**config.mk**
```make
export PLATFORM = sky130hd
export DESIGN_NAME = eth_rx_parser
export DESIGN_NICKNAME = d
export VERILOG_FILES = /design/src/rtl/eth_rx_parser.sv
export SDC_FILE = /design/constraint.sdc
export NUM_CORES = 1
export LEC_CHECK = 0
export ABC_CLOCK_PERIOD_IN_PS = 13600
export CAP_MARGIN = 10
export CORE_ASPECT_RATIO = 1.4
export CORE_MARGIN = 1.5
export CORE_UTILIZATION = 55
export CTS_CLUSTER_SIZE = 30
export DETAILED_ROUTE_END_ITERATION = 7
export GPL_ROUTABILITY_DRIVEN = 0
export PLACE_DENSITY = 0.92
export SLEW_MARGIN = 20
export SYNTH_ARGS = -nofsm -noshare
export SYNTH_HDL_FRONTEND = slang
export SYNTH_SLANG_ARGS = --single-unit
```
**constraint.sdc**
```tcl
create_clock -name clk156 -period 13.6 [get_ports clk156]
set_input_delay 1.36 -clock clk156 [delete_from_list [all_inputs] [get_ports clk156]]
set_output_delay 1.36 -clock clk156 [all_outputs]
set_load 0.005 [all_outputs]
```
**src/rtl/eth_rx_parser.sv**
```systemverilog
// rtl/eth_rx_parser.sv - 10G MAC receive-stream parser for Ethernet/IPv4/UDP headers
// Decodes header fields per frame, filters on destination MAC and keeps good/bad/filtered counters.
module eth_rx_parser #(
  parameter logic [47:0] LOCAL_MAC_DEFAULT = 48'h00_0A_35_00_00_01,
  parameter int          CNT_W             = 32
) (
  input  logic             clk156,
  input  logic             eth_rst_n,
  input  logic             s_axis_rx_tvalid,
  input  logic [63:0]      s_axis_rx_tdata,
  input  logic [7:0]       s_axis_rx_tkeep,
  input  logic             s_axis_rx_tlast,
  input  logic             s_axis_rx_tuser,
  input  logic             cfg_mac_override,
  input  logic [47:0]      cfg_local_mac,
  input  logic             cfg_promisc,
  output logic             hdr_valid,
  output logic [47:0]      hdr_dst_mac,
  output logic [47:0]      hdr_src_mac,
  output logic [15:0]      hdr_ethertype,
  output logic             hdr_is_ipv4,
  output logic             hdr_is_udp,
  output logic [31:0]      hdr_ip_src,
  output logic [31:0]      hdr_ip_dst,
  output logic [15:0]      hdr_udp_sport,
  output logic [15:0]      hdr_udp_dport,
  output logic [15:0]      hdr_frame_len,
  output logic [CNT_W-1:0] rx_good_cnt,
  output logic [CNT_W-1:0] rx_bad_cnt,
  output logic [CNT_W-1:0] rx_filt_cnt
);

  typedef enum logic [1:0] {SYNC, IDLE, HDR, PAYLOAD} state_t;

  state_t      state, state_nxt;
  logic [2:0]  beat_cnt, beat_nxt;
  logic [16:0] len_acc, len_nxt, len_base, len_upd;
  logic [17:0] len_sum;
  logic [3:0]  beat_bytes;
  logic [15:0] fin_len;
  logic        fin, is_bad, is_filt, ipv4_c;
  logic [47:0] local_mac;
  logic [63:0] data_m;
  logic [7:0]  b [8];

  logic [47:0] sh_dst, sh_src, sh_dst_nxt, sh_src_nxt;
  logic [15:0] sh_eth, sh_eth_nxt, sh_sport, sh_sport_nxt, sh_dport, sh_dport_nxt;
  logic [7:0]  sh_vihl, sh_vihl_nxt, sh_proto, sh_proto_nxt;
  logic [31:0] sh_ipsrc, sh_ipsrc_nxt, sh_ipdst, sh_ipdst_nxt;

  // Bytes not enabled on the last beat read as zero so truncated fields stay empty
  always_comb begin
    for (int i = 0; i < 8; i++) begin
      data_m[8*i +: 8] = (!s_axis_rx_tlast || s_axis_rx_tkeep[i]) ? s_axis_rx_tdata[8*i +: 8] : 8'h00;
      b[i]             = data_m[8*i +: 8];
    end
  end

  // 17-bit accumulator sticks at all-ones once it overflows, giving a saturated 16-bit length
  assign beat_bytes = s_axis_rx_tlast ? 4'($countones(s_axis_rx_tkeep)) : 4'd8;
  assign len_base   = (state == IDLE) ? 17'd0 : len_acc;
  assign len_sum    = {1'b0, len_base} + {14'd0, beat_bytes};
  assign len_upd    = len_sum[17] ? 17'h1FFFF : len_sum[16:0];
  assign fin_len    = len_upd[16] ? 16'hFFFF : len_upd[15:0];

  always_comb begin
    state_nxt    = state;
    beat_nxt     = beat_cnt;
    len_nxt      = len_acc;
    fin          = 1'b0;
    sh_dst_nxt   = sh_dst;
    sh_src_nxt   = sh_src;
    sh_eth_nxt   = sh_eth;
    sh_vihl_nxt  = sh_vihl;
    sh_proto_nxt = sh_proto;
    sh_ipsrc_nxt = sh_ipsrc;
    sh_ipdst_nxt = sh_ipdst;
    sh_sport_nxt = sh_sport;
    sh_dport_nxt = sh_dport;
    case (state)
      SYNC: begin
        if (s_axis_rx_tvalid && s_axis_rx_tlast) state_nxt = IDLE;
      end
      IDLE: begin
        if (s_axis_rx_tvalid) begin
          sh_dst_nxt   = {b[0], b[1], b[2], b[3], b[4], b[5]};
          sh_src_nxt   = {b[6], b[7], 32'h0};
          sh_eth_nxt   = '0;
          sh_vihl_nxt  = '0;
          sh_proto_nxt = '0;
          sh_ipsrc_nxt = '0;
          sh_ipdst_nxt = '0;
          sh_sport_nxt = '0;
          sh_dport_nxt = '0;
          len_nxt      = len_upd;
          if (s_axis_rx_tlast) begin
            fin = 1'b1;
          end else begin
            state_nxt = HDR;
            beat_nxt  = 3'd1;
          end
        end
      end
      HDR: begin
        if (s_axis_rx_tvalid) begin
          len_nxt = len_upd;
          case (beat_cnt)
            3'd1: begin
              sh_src_nxt[31:0] = {b[0], b[1], b[2], b[3]};
              sh_eth_nxt       = {b[4], b[5]};
              sh_vihl_nxt      = b[6];
            end
            3'd2: sh_proto_nxt = b[7];
            3'd3: begin
              sh_ipsrc_nxt        = {b[2], b[3], b[4], b[5]};
              sh_ipdst_nxt[31:16] = {b[6], b[7]};
            end
            default: begin
              sh_ipdst_nxt[15:0] = {b[0], b[1]};
              sh_sport_nxt       = {b[2], b[3]};
              sh_dport_nxt       = {b[4], b[5]};
            end
          endcase
          if (s_axis_rx_tlast) begin
            fin       = 1'b1;
            state_nxt = IDLE;
          end else if (beat_cnt == 3'd4) begin
            state_nxt = PAYLOAD;
          end else begin
            beat_nxt = beat_cnt + 3'd1;
          end
        end
      end
      PAYLOAD: begin
        if (s_axis_rx_tvalid) begin
          len_nxt = len_upd;
          if (s_axis_rx_tlast) begin
            fin       = 1'b1;
            state_nxt = IDLE;
          end
        end
      end
      default: state_nxt = SYNC;
    endcase
  end

  assign local_mac = cfg_mac_override ? cfg_local_mac : LOCAL_MAC_DEFAULT;
  assign is_bad    = !s_axis_rx_tuser || (fin_len < 16'd14);
  assign is_filt   = !cfg_promisc && (sh_dst_nxt != local_mac) && (sh_dst_nxt != 48'hFFFF_FFFF_FFFF);
  assign ipv4_c    = (sh_eth_nxt == 16'h0800) && (sh_vihl_nxt == 8'h45) && (fin_len >= 16'd24);

  always_ff @(posedge clk156 or negedge eth_rst_n) begin
    if (!eth_rst_n) begin
      state    <= SYNC;
      beat_cnt <= '0;
      len_acc  <= '0;
      sh_dst   <= '0;
      sh_src   <= '0;
      sh_eth   <= '0;
      sh_vihl  <= '0;
      sh_proto <= '0;
      sh_ipsrc <= '0;
      sh_ipdst <= '0;
      sh_sport <= '0;
      sh_dport <= '0;
    end else begin
      state    <= state_nxt;
      beat_cnt <= beat_nxt;
      len_acc  <= len_nxt;
      sh_dst   <= sh_dst_nxt;
      sh_src   <= sh_src_nxt;
      sh_eth   <= sh_eth_nxt;
      sh_vihl  <= sh_vihl_nxt;
      sh_proto <= sh_proto_nxt;
      sh_ipsrc <= sh_ipsrc_nxt;
      sh_ipdst <= sh_ipdst_nxt;
      sh_sport <= sh_sport_nxt;
      sh_dport <= sh_dport_nxt;
    end
  end

  always_ff @(posedge clk156 or negedge eth_rst_n) begin
    if (!eth_rst_n) begin
      hdr_valid     <= 1'b0;
      hdr_dst_mac   <= '0;
      hdr_src_mac   <= '0;
      hdr_ethertype <= '0;
      hdr_is_ipv4   <= 1'b0;
      hdr_is_udp    <= 1'b0;
      hdr_ip_src    <= '0;
      hdr_ip_dst    <= '0;
      hdr_udp_sport <= '0;
      hdr_udp_dport <= '0;
      hdr_frame_len <= '0;
      rx_good_cnt   <= '0;
      rx_bad_cnt    <= '0;
      rx_filt_cnt   <= '0;
    end else begin
      hdr_valid <= 1'b0;
      if (fin) begin
        if (is_bad) begin
          rx_bad_cnt <= rx_bad_cnt + CNT_W'(1);
        end else if (is_filt) begin
          rx_filt_cnt <= rx_filt_cnt + CNT_W'(1);
        end else begin
          hdr_valid     <= 1'b1;
          hdr_dst_mac   <= sh_dst_nxt;
          hdr_src_mac   <= sh_src_nxt;
          hdr_ethertype <= sh_eth_nxt;
          hdr_is_ipv4   <= ipv4_c;
          hdr_is_udp    <= ipv4_c && (sh_proto_nxt == 8'd17);
          hdr_ip_src    <= sh_ipsrc_nxt;
          hdr_ip_dst    <= sh_ipdst_nxt;
          hdr_udp_sport <= sh_sport_nxt;
          hdr_udp_dport <= sh_dport_nxt;
          hdr_frame_len <= fin_len;
          rx_good_cnt   <= rx_good_cnt + CNT_W'(1);
        end
      end
    end
  end

endmodule

```
==> summary.md, run 1 <==
| Metric | Value |
|---|---|
| CTS clk-pin slew, worst paths | `0.07 ns` |
| Placed instance area | `29700 um2` |
| Status | `completed` |
| R2R Setup Slk | `7.37 ns` |
| Most frequent CP cell | `fa_1` |
| Crit-path max FO | `147` |
| Worst-case clock skew | `0.0269 ns` |
| Vias | `20793` |
| HP Class | `reg -> reg` |
| Netlist Area Pre-Place | `24900 um2` |
| Power Dens Cells | `179 nW/um2` |
| Clk_lat worst skew | `0.61 ns` |
| CTS tree | `built` |
| Pleak | `0.0143 uW` |
| Crit path buf inv count | `5` |
| First-pass GRT wire length | `126 mm` |
| Startpoint Class | `input pin` |
| Total nets after synthesis | `2419` |
| Ports | `450` |
| Crit-path slowest cell | `nor3_1` |
| Main synth FF type | `dfrtp_1` |
| Maxcap violations | `0` |
| Layout cell share with drive strength beyond 1 | `11.9%` |
| Row cnt | `92` |
| First-pass iteration count of the detailed router | `6` |
| Power share of the sequential group | `39.4%` |
| Total global routing overflow | `0` |
| WP data required | `14.08 ns` |
| Crit path kind | `in -> reg` |
| Area grow syn2layout | `27.3%` |
| Psw | `1970 uW` |
| Core area | `44900 um2` |
| Internal power | `3700 uW` |
| Data arrival, critical path | `8.45 ns` |
| DRT iter0 DRCs | `2049` |
| Cts hold-fix bufs | `0` |
| Synth Area per Inst | `11.0 um2` |
| Clock sink count | `569` |
| PostCTS Resize Cnt | `0` |
| Logic pwr share | `31.9%` |
| Fin. max-slew vios | `0` |
| Number of setup buffers added after CTS | `0` |
| Dpl hpwl | `57.6 mm` |
| Num CTS Buffers | `52` |
| I/O Buffers | `449` |
| Net count, final | `2825` |
| CTS root buffer | `clkbuf_16` |
| Top delay family on crit path | `adder cells` |
| WL final | `84.8 mm` |
| Cells after Synth | `2266` |
| Critical path origin | `s_axis_rx_tkeep[3]` |
| Critical Path End | `hdr_ip_dst[31]` |
| Most frequent cells in the layout | `dfrtp_1, clkdlybuf4s50_1, nand2_1, o21ai_0, mux2_2` |
| Clk pwr share | `28.7%` |
| GRT Total Usage | `36.0%` |
| RSZ-0062 raised after global routing | `no` |
| Initial antenna violation count | `8` |
| DR vias/cell | `6.33` |
| H-Tree Depth | `2` |
| Finished Cell Area | `31700 um2` |
| Hold Crit Start | `len_acc[2]` |
| Max Clk Rate | `0.126 GHz` |
| Pin count of the biggest net entering global routing | `230` |
| CP max stage delay | `0.75 ns` |
| R2r startpoint | `state[1]` |
| Die Ht | `255 um` |
| DRC violations left | `0` |
| R2R depth | `14` |
| Setup TNS | `0 ns` |
| Die ar. | `46500 um2` |
| Final setup fails | `0` |
| Slew margin rel. | `25.9%` |
| Asr flop ratio synth | `100%` |
| CTS Buffer Depth | `3` |
| Fin crit share | `58.5%` |
| Distinct cell type count of the synthesized netlist | `81` |
| Worst path cell trace | `clkdlybuf4s50_1 > inv_1 > fa_1 > fa_1 > fa_1 > inv_1 > ha_1 > fa_1 > xor2_1 > and2_1 > ha_1 > nand4b_1 > o22a_1 > nor3_1 > a211oi_1 > nand4bb_2 > o2111ai_4 > a21oi_4 > buf_12 > buf_16 > mux2_2` |
| Fin util | `70.5%` |
| Worst r2r dst | `hdr_ip_dst[31]` |
| Net Sw Frac | `34.8%` |
| Worst path depth | `21` |
| Sequential area share after synthesis | `57.2%` |
| Wire length per cell | `25.8 um` |
| Critical path capture point type | `flip-flop` |
| Worst-Margin Slew | `1.11 ns` |
| Post-route ant nets | `0` |
| Final critical-path required period | `7.96 ns` |
| Vias in the first global route | `21253` |
| Final Hold Vio Count | `0` |
| Post-synth EDFFs | `0` |
| Commonest non-fill, non-tap cell in the layout | `dfrtp_1` |
| Starting Density | `55.4%` |
| Yosys reg bits | `569` |
| Synth warn | `0` |
| Die Width | `183 um` |
| Peak VDD IR | `0.140 mV` |
==> logic make-up (layout without fill, tap and decap cells) <==
kind of cell,Yosys count,after routing,synth area share (%)
multiplexers,172,172,7.75
XOR/XNOR,124,124,4.37
AND/OR/NAND/NOR,682,682,13.1
AO/OA/AOI/OAI,476,476,12.2
buffers and inverters,217,665,3.93
flip-flops,569,569,57.2
adder cells (fa/ha/maj),26,26,1.46
other,0,5,0
==> per-stage QoR <==
| step | std cells | worst slack (ns) | hold slack, ns | power, uW |
|---|---|---|---|---|
| floorplan | 2266 | 6.94 | 0.431 | 3120 |
| global placement | 3181 | 5.57 | 0.448 | 3910 |
| detailed placement | 3181 | 5.30 | 0.449 | 4000 |
| CTS | 3277 | 5.90 | 0.464 | 5640 |
| global route | 3283 | 5.42 | 0.484 | 5880 |
| finish | 3283 | 5.64 | 0.467 | 5670 |
==> routing by layer <==
layer | GRT usage (%) | vias up | wire length, um
met3 | 8.58 | 394 | 7910
met2 | 59.3 | 1410 | 40900
li1 | - | 8719 | -
met5 | 0 | - | 15
met1 | 41.1 | 10268 | 29000
met4 | 26.8 | 2 | 6930
==> registers in the layout, indices dropped and copies added, names as in the netlist, 2 cells and up <==
| register | flops |
|---|---|
| beat_cnt | 3 |
| hdr_dst_mac | 48 |
| hdr_ethertype | 16 |
| hdr_frame_len | 16 |
| hdr_ip_dst | 32 |
| hdr_ip_src | 32 |
| hdr_src_mac | 48 |
| hdr_udp_dport | 16 |
| hdr_udp_sport | 16 |
| len_acc | 17 |
| rx_bad_cnt | 32 |
| rx_filt_cnt | 32 |
| rx_good_cnt | 32 |
| sh_dport | 16 |
| sh_dst | 48 |
| sh_eth | 16 |
| sh_ipdst | 32 |
| sh_ipsrc | 32 |
| sh_proto | 8 |
| sh_sport | 16 |
| sh_src | 48 |
| sh_vihl | 8 |
| state | 2 |
==> worst min-delay path: cells and delay by family (launching register included) <==
| kind | cells | cell delay (ns) |
|---|---|---|
| and+or+nand+nor | 2 | 0.10 |
| DFF | 1 | 0.34 |
==> cells in the mapped netlist, types with 8 or more instances <==
cell / n / area share (%)
a21boi_0: 36 / 1.1
a21oi_1: 96 / 1.9
a31oi_1: 28 / 0.70
a31oi_2: 12 / 0.60
a32o_1: 25 / 1.0
and3_1: 22 / 0.55
buf_1: 11 / 0.17
buf_2: 34 / 0.68
buf_4: 10 / 0.30
buf_6: 11 / 0.50
clkbuf_1: 57 / 0.86
dfrtp_1: 569 / 57
ha_1: 21 / 1.1
inv_1: 89 / 1.3
mux2_1: 14 / 0.63
mux2_2: 152 / 6.9
nand2_1: 277 / 4.2
nand2b_1: 16 / 0.40
nand3_1: 70 / 1.4
nand4_1: 40 / 1.0
nor2_1: 133 / 2.0
nor2b_1: 15 / 0.38
nor3_1: 17 / 0.34
nor4_1: 36 / 0.91
o21a_1: 12 / 0.36
o21ai_0: 193 / 3.9
o22a_1: 8 / 0.28
o22ai_1: 9 / 0.23
o31ai_1: 8 / 0.24
xnor2_1: 72 / 2.5
xor2_1: 52 / 1.8
==> cell type report <==
type,instances,area [um2]
clock inverter,29,434
multi-input combinational,1480,9730
tap,564,706
sequential,569,14200
fill,2943,13200
inverter,93,349
antenna,5,12.5
clock buffer,67,1470
timing repair buffer,476,4730
==> power by group through the flow <==
stage                     clock network [uW]  registers [uW]  logic (uW)
after floorplan                            0            2200         919
after global routing                    1690            2260        1930
after CTS                               1640            2230        1780
final                                   1630            2230        1810
after global placement                     0            2230        1680
after detailed placement                   0            2250        1750
==> how the worst min path moves through the flow <==
stage	slack, ns	end	cells after the start
finish	0.47	len_acc[2]	2
global route	0.48	rx_good_cnt[31]	1
CTS	0.46	len_acc[2]	2
detailed placement	0.45	len_acc[2]	2
global placement	0.45	len_acc[3]	2
floorplan	0.43	len_acc[0]	2
Note: power is estimated with default switching activity, not from simulation.
==> run 2: changes to the inputs <==
ABC_CLOCK_PERIOD_IN_PS = 7400   (was 13600)
CORE_UTILIZATION = 53   (was 55)
PLACE_DENSITY = 0.9   (was 0.92)
clock period = 7.4 ns   (was 13.6 ns; I/O delays follow)
==> run 2 against run 1 <==
  * Wire length decreased by 0.11%
  * First-iteration DRC count decreased by 11%
  * Via count decreased by 1.1%
  * Critical path depth increased by 1
  * Core utilization decreased by 1.4 points
  * Setup slack got worse by 5.0 ns
  * Critical endpoint is now hdr_dst_mac[38]
  * Sequential power increased by 84%
  * Clock power increased by 74%
  * Cell count increased by 2.3%
  * Hold slack got worse by 0.42 ns
  * Sequential cell count unchanged
  * Combinational power increased by 85%
==> summary.md, run 2 (same netlist as run 1, synthesis figures left out) <==
| Metric | Value |
|---|---|
| Status | `completed` |
| H-Tree Depth | `2` |
| Net count, final | `2847` |
| Vias | `20569` |
| Net Sw Frac | `35.0%` |
| Peak VDD IR | `0.186 mV` |
| Fin. max-slew vios | `0` |
| Die Ht | `259 um` |
| Final critical-path required period | `6.78 ns` |
| First-pass GRT wire length | `127 mm` |
| Core area | `46200 um2` |
| Wire length per cell | `25.2 um` |
| Startpoint Class | `input pin` |
| HP Class | `in -> async` |
| Fin crit share | `91.6%` |
| CTS root buffer | `clkbuf_16` |
| Clock sink count | `569` |
| Num CTS Buffers | `52` |
| Ports | `450` |
| Total global routing overflow | `0` |
| Row cnt | `93` |
| RSZ-0062 raised after global routing | `no` |
| Pleak | `0.0144 uW` |
| Initial antenna violation count | `6` |
| Slew margin rel. | `34.9%` |
| Clk_lat worst skew | `0.61 ns` |
| CTS tree | `built` |
| Final Hold Vio Count | `0` |
| Crit path kind | `in -> reg` |
| Internal power | `6690 uW` |
| Max Clk Rate | `0.147 GHz` |
| DRC violations left | `0` |
| Fin util | `69.1%` |
| Area grow syn2layout | `28.3%` |
| WP data required | `7.86 ns` |
| Power share of the sequential group | `39.9%` |
| Dpl hpwl | `59.1 mm` |
| Power Dens Cells | `322 nW/um2` |
| Most frequent cells in the layout | `dfrtp_1, clkdlybuf4s50_1, nand2_1, o21ai_0, mux2_2` |
| CTS clk-pin slew, worst paths | `0.06 ns` |
| WL final | `84.7 mm` |
| Cts hold-fix bufs | `0` |
| Post-route ant nets | `0` |
| Clk pwr share | `27.6%` |
| GRT Total Usage | `35.1%` |
| Setup TNS | `0 ns` |
| Worst-Margin Slew | `0.977 ns` |
| Crit-path max FO | `57` |
| Die ar. | `48300 um2` |
| Logic pwr share | `32.5%` |
| Maxcap violations | `0` |
| Non-filler cells in the finished layout | `3359` |
| PostCTS Resize Cnt | `0` |
| Psw | `3600 uW` |
| Worst-case clock skew | `0.0281 ns` |
| Vias in the first global route | `21221` |
| Data arrival, critical path | `7.24 ns` |
| Die Width | `186 um` |
| Pin count of the biggest net entering global routing | `195` |
| Critical path capture point type | `flip-flop` |
| I/O Buffers | `449` |
| Layout cell share with drive strength beyond 1 | `12.5%` |
| DR vias/cell | `6.12` |
| Final setup fails | `0` |
| CTS Buffer Depth | `3` |
| Placed cell count | `3255` |
| Power Total | `10300 uW` |
| DRT iter0 DRCs | `1832` |
| Number of setup buffers added after CTS | `0` |
| Starting Density | `53.9%` |
| Commonest non-fill, non-tap cell in the layout | `dfrtp_1` |
| First-pass iteration count of the detailed router | `6` |
## run 2: changes by cell type in the layout (fill, tap and decap cells not counted), sizes merged
cell / before / now
inv: 95 / 93
bufinv: 9 / 5
buf: 30 / 52
clkbuf: 67 / 70
clkinv: 13 / 17
## run 2: metrics by stage
step           setup slack, ns  hold WS (ns)  cell area, um2
3_5_place_dp             0.170         0.455           30000
4_1_cts                  0.730         0.338           31900
6_report                 0.618        0.0446           31900
3_3_place_gp             0.342         0.446           30000
5_1_grt                  0.398        0.0580           31900
2_1_floorplan             1.36         0.431           24900
## run 2: path summary, 6_finish.rpt
check / start / to / slack, ns / depth (start not counted)
max: s_axis_rx_tkeep[0] / hdr_dst_mac[38] / 0.62 / 22
min: eth_rst_n / hdr_src_mac[44] / 0.04 / 1
max reg2reg: state[1] / hdr_dst_mac[38] / 1.67 / 15
min reg2reg: rx_bad_cnt[31] / rx_bad_cnt[31] / 0.48 / 1
max in group asynchronous: eth_rst_n / rx_filt_cnt[3] / 5.98 / 3
min in group clk156: rx_bad_cnt[31] / rx_bad_cnt[31] / 0.48 / 1
## run 2: power by group through the flow
stage	clock, uW	combinational, uW	sequential (uW)
2_1_floorplan	0	1690	4040
3_3_place_gp	0	3140	4110
3_5_place_dp	0	3250	4130
4_1_cts	2860	3300	4090
5_1_grt	2990	3590	4150
6_report	2840	3350	4110
## run 2: per-layer routing
| layer | routed length (um) | GRT usage [%] | up-vias | share of wire, % |
|---|---|---|---|---|
| met2 | 42200 | 58.9 | 1243 | 50 |
| met5 | 15 | 0 | - | 0.018 |
| met1 | 29400 | 40.2 | 10201 | 35 |
| met3 | 7480 | 8.26 | 349 | 8.8 |
| li1 | - | - | 8774 | - |
| met4 | 5650 | 21.9 | 2 | 6.7 |
## run 2: final cells by class
| type | count | area [um2] |
|---|---|---|
| antenna | 5 | 12.5 |
| clock inverter | 27 | 320 |
| sequential | 569 | 14200 |
| multi-input combinational | 1480 | 9720 |
| timing repair buffer | 498 | 5010 |
| tap | 617 | 772 |
| inverter | 93 | 349 |
| fill | 3096 | 14300 |
| clock buffer | 70 | 1500 |
## run 2: worst max-delay path, cell delays in order
cell and delay [ns]:
clkdlybuf4s50_1 0.57, inv_1 0.09, fa_1 0.56, fa_1 0.43
fa_1 0.49, inv_1 0.04, ha_1 0.20, fa_1 0.43
and2_1 0.19, fa_1 0.48, a211oi_1 0.48, nor4_1 0.12
mux2_2 0.32, a211oi_1 0.41, nand4bb_2 0.21, o2111ai_4 0.56
a21oi_4 0.10, buf_12 0.19, buf_12 0.18, buf_4 0.21
nor2_1 0.14, a21oi_1 0.06
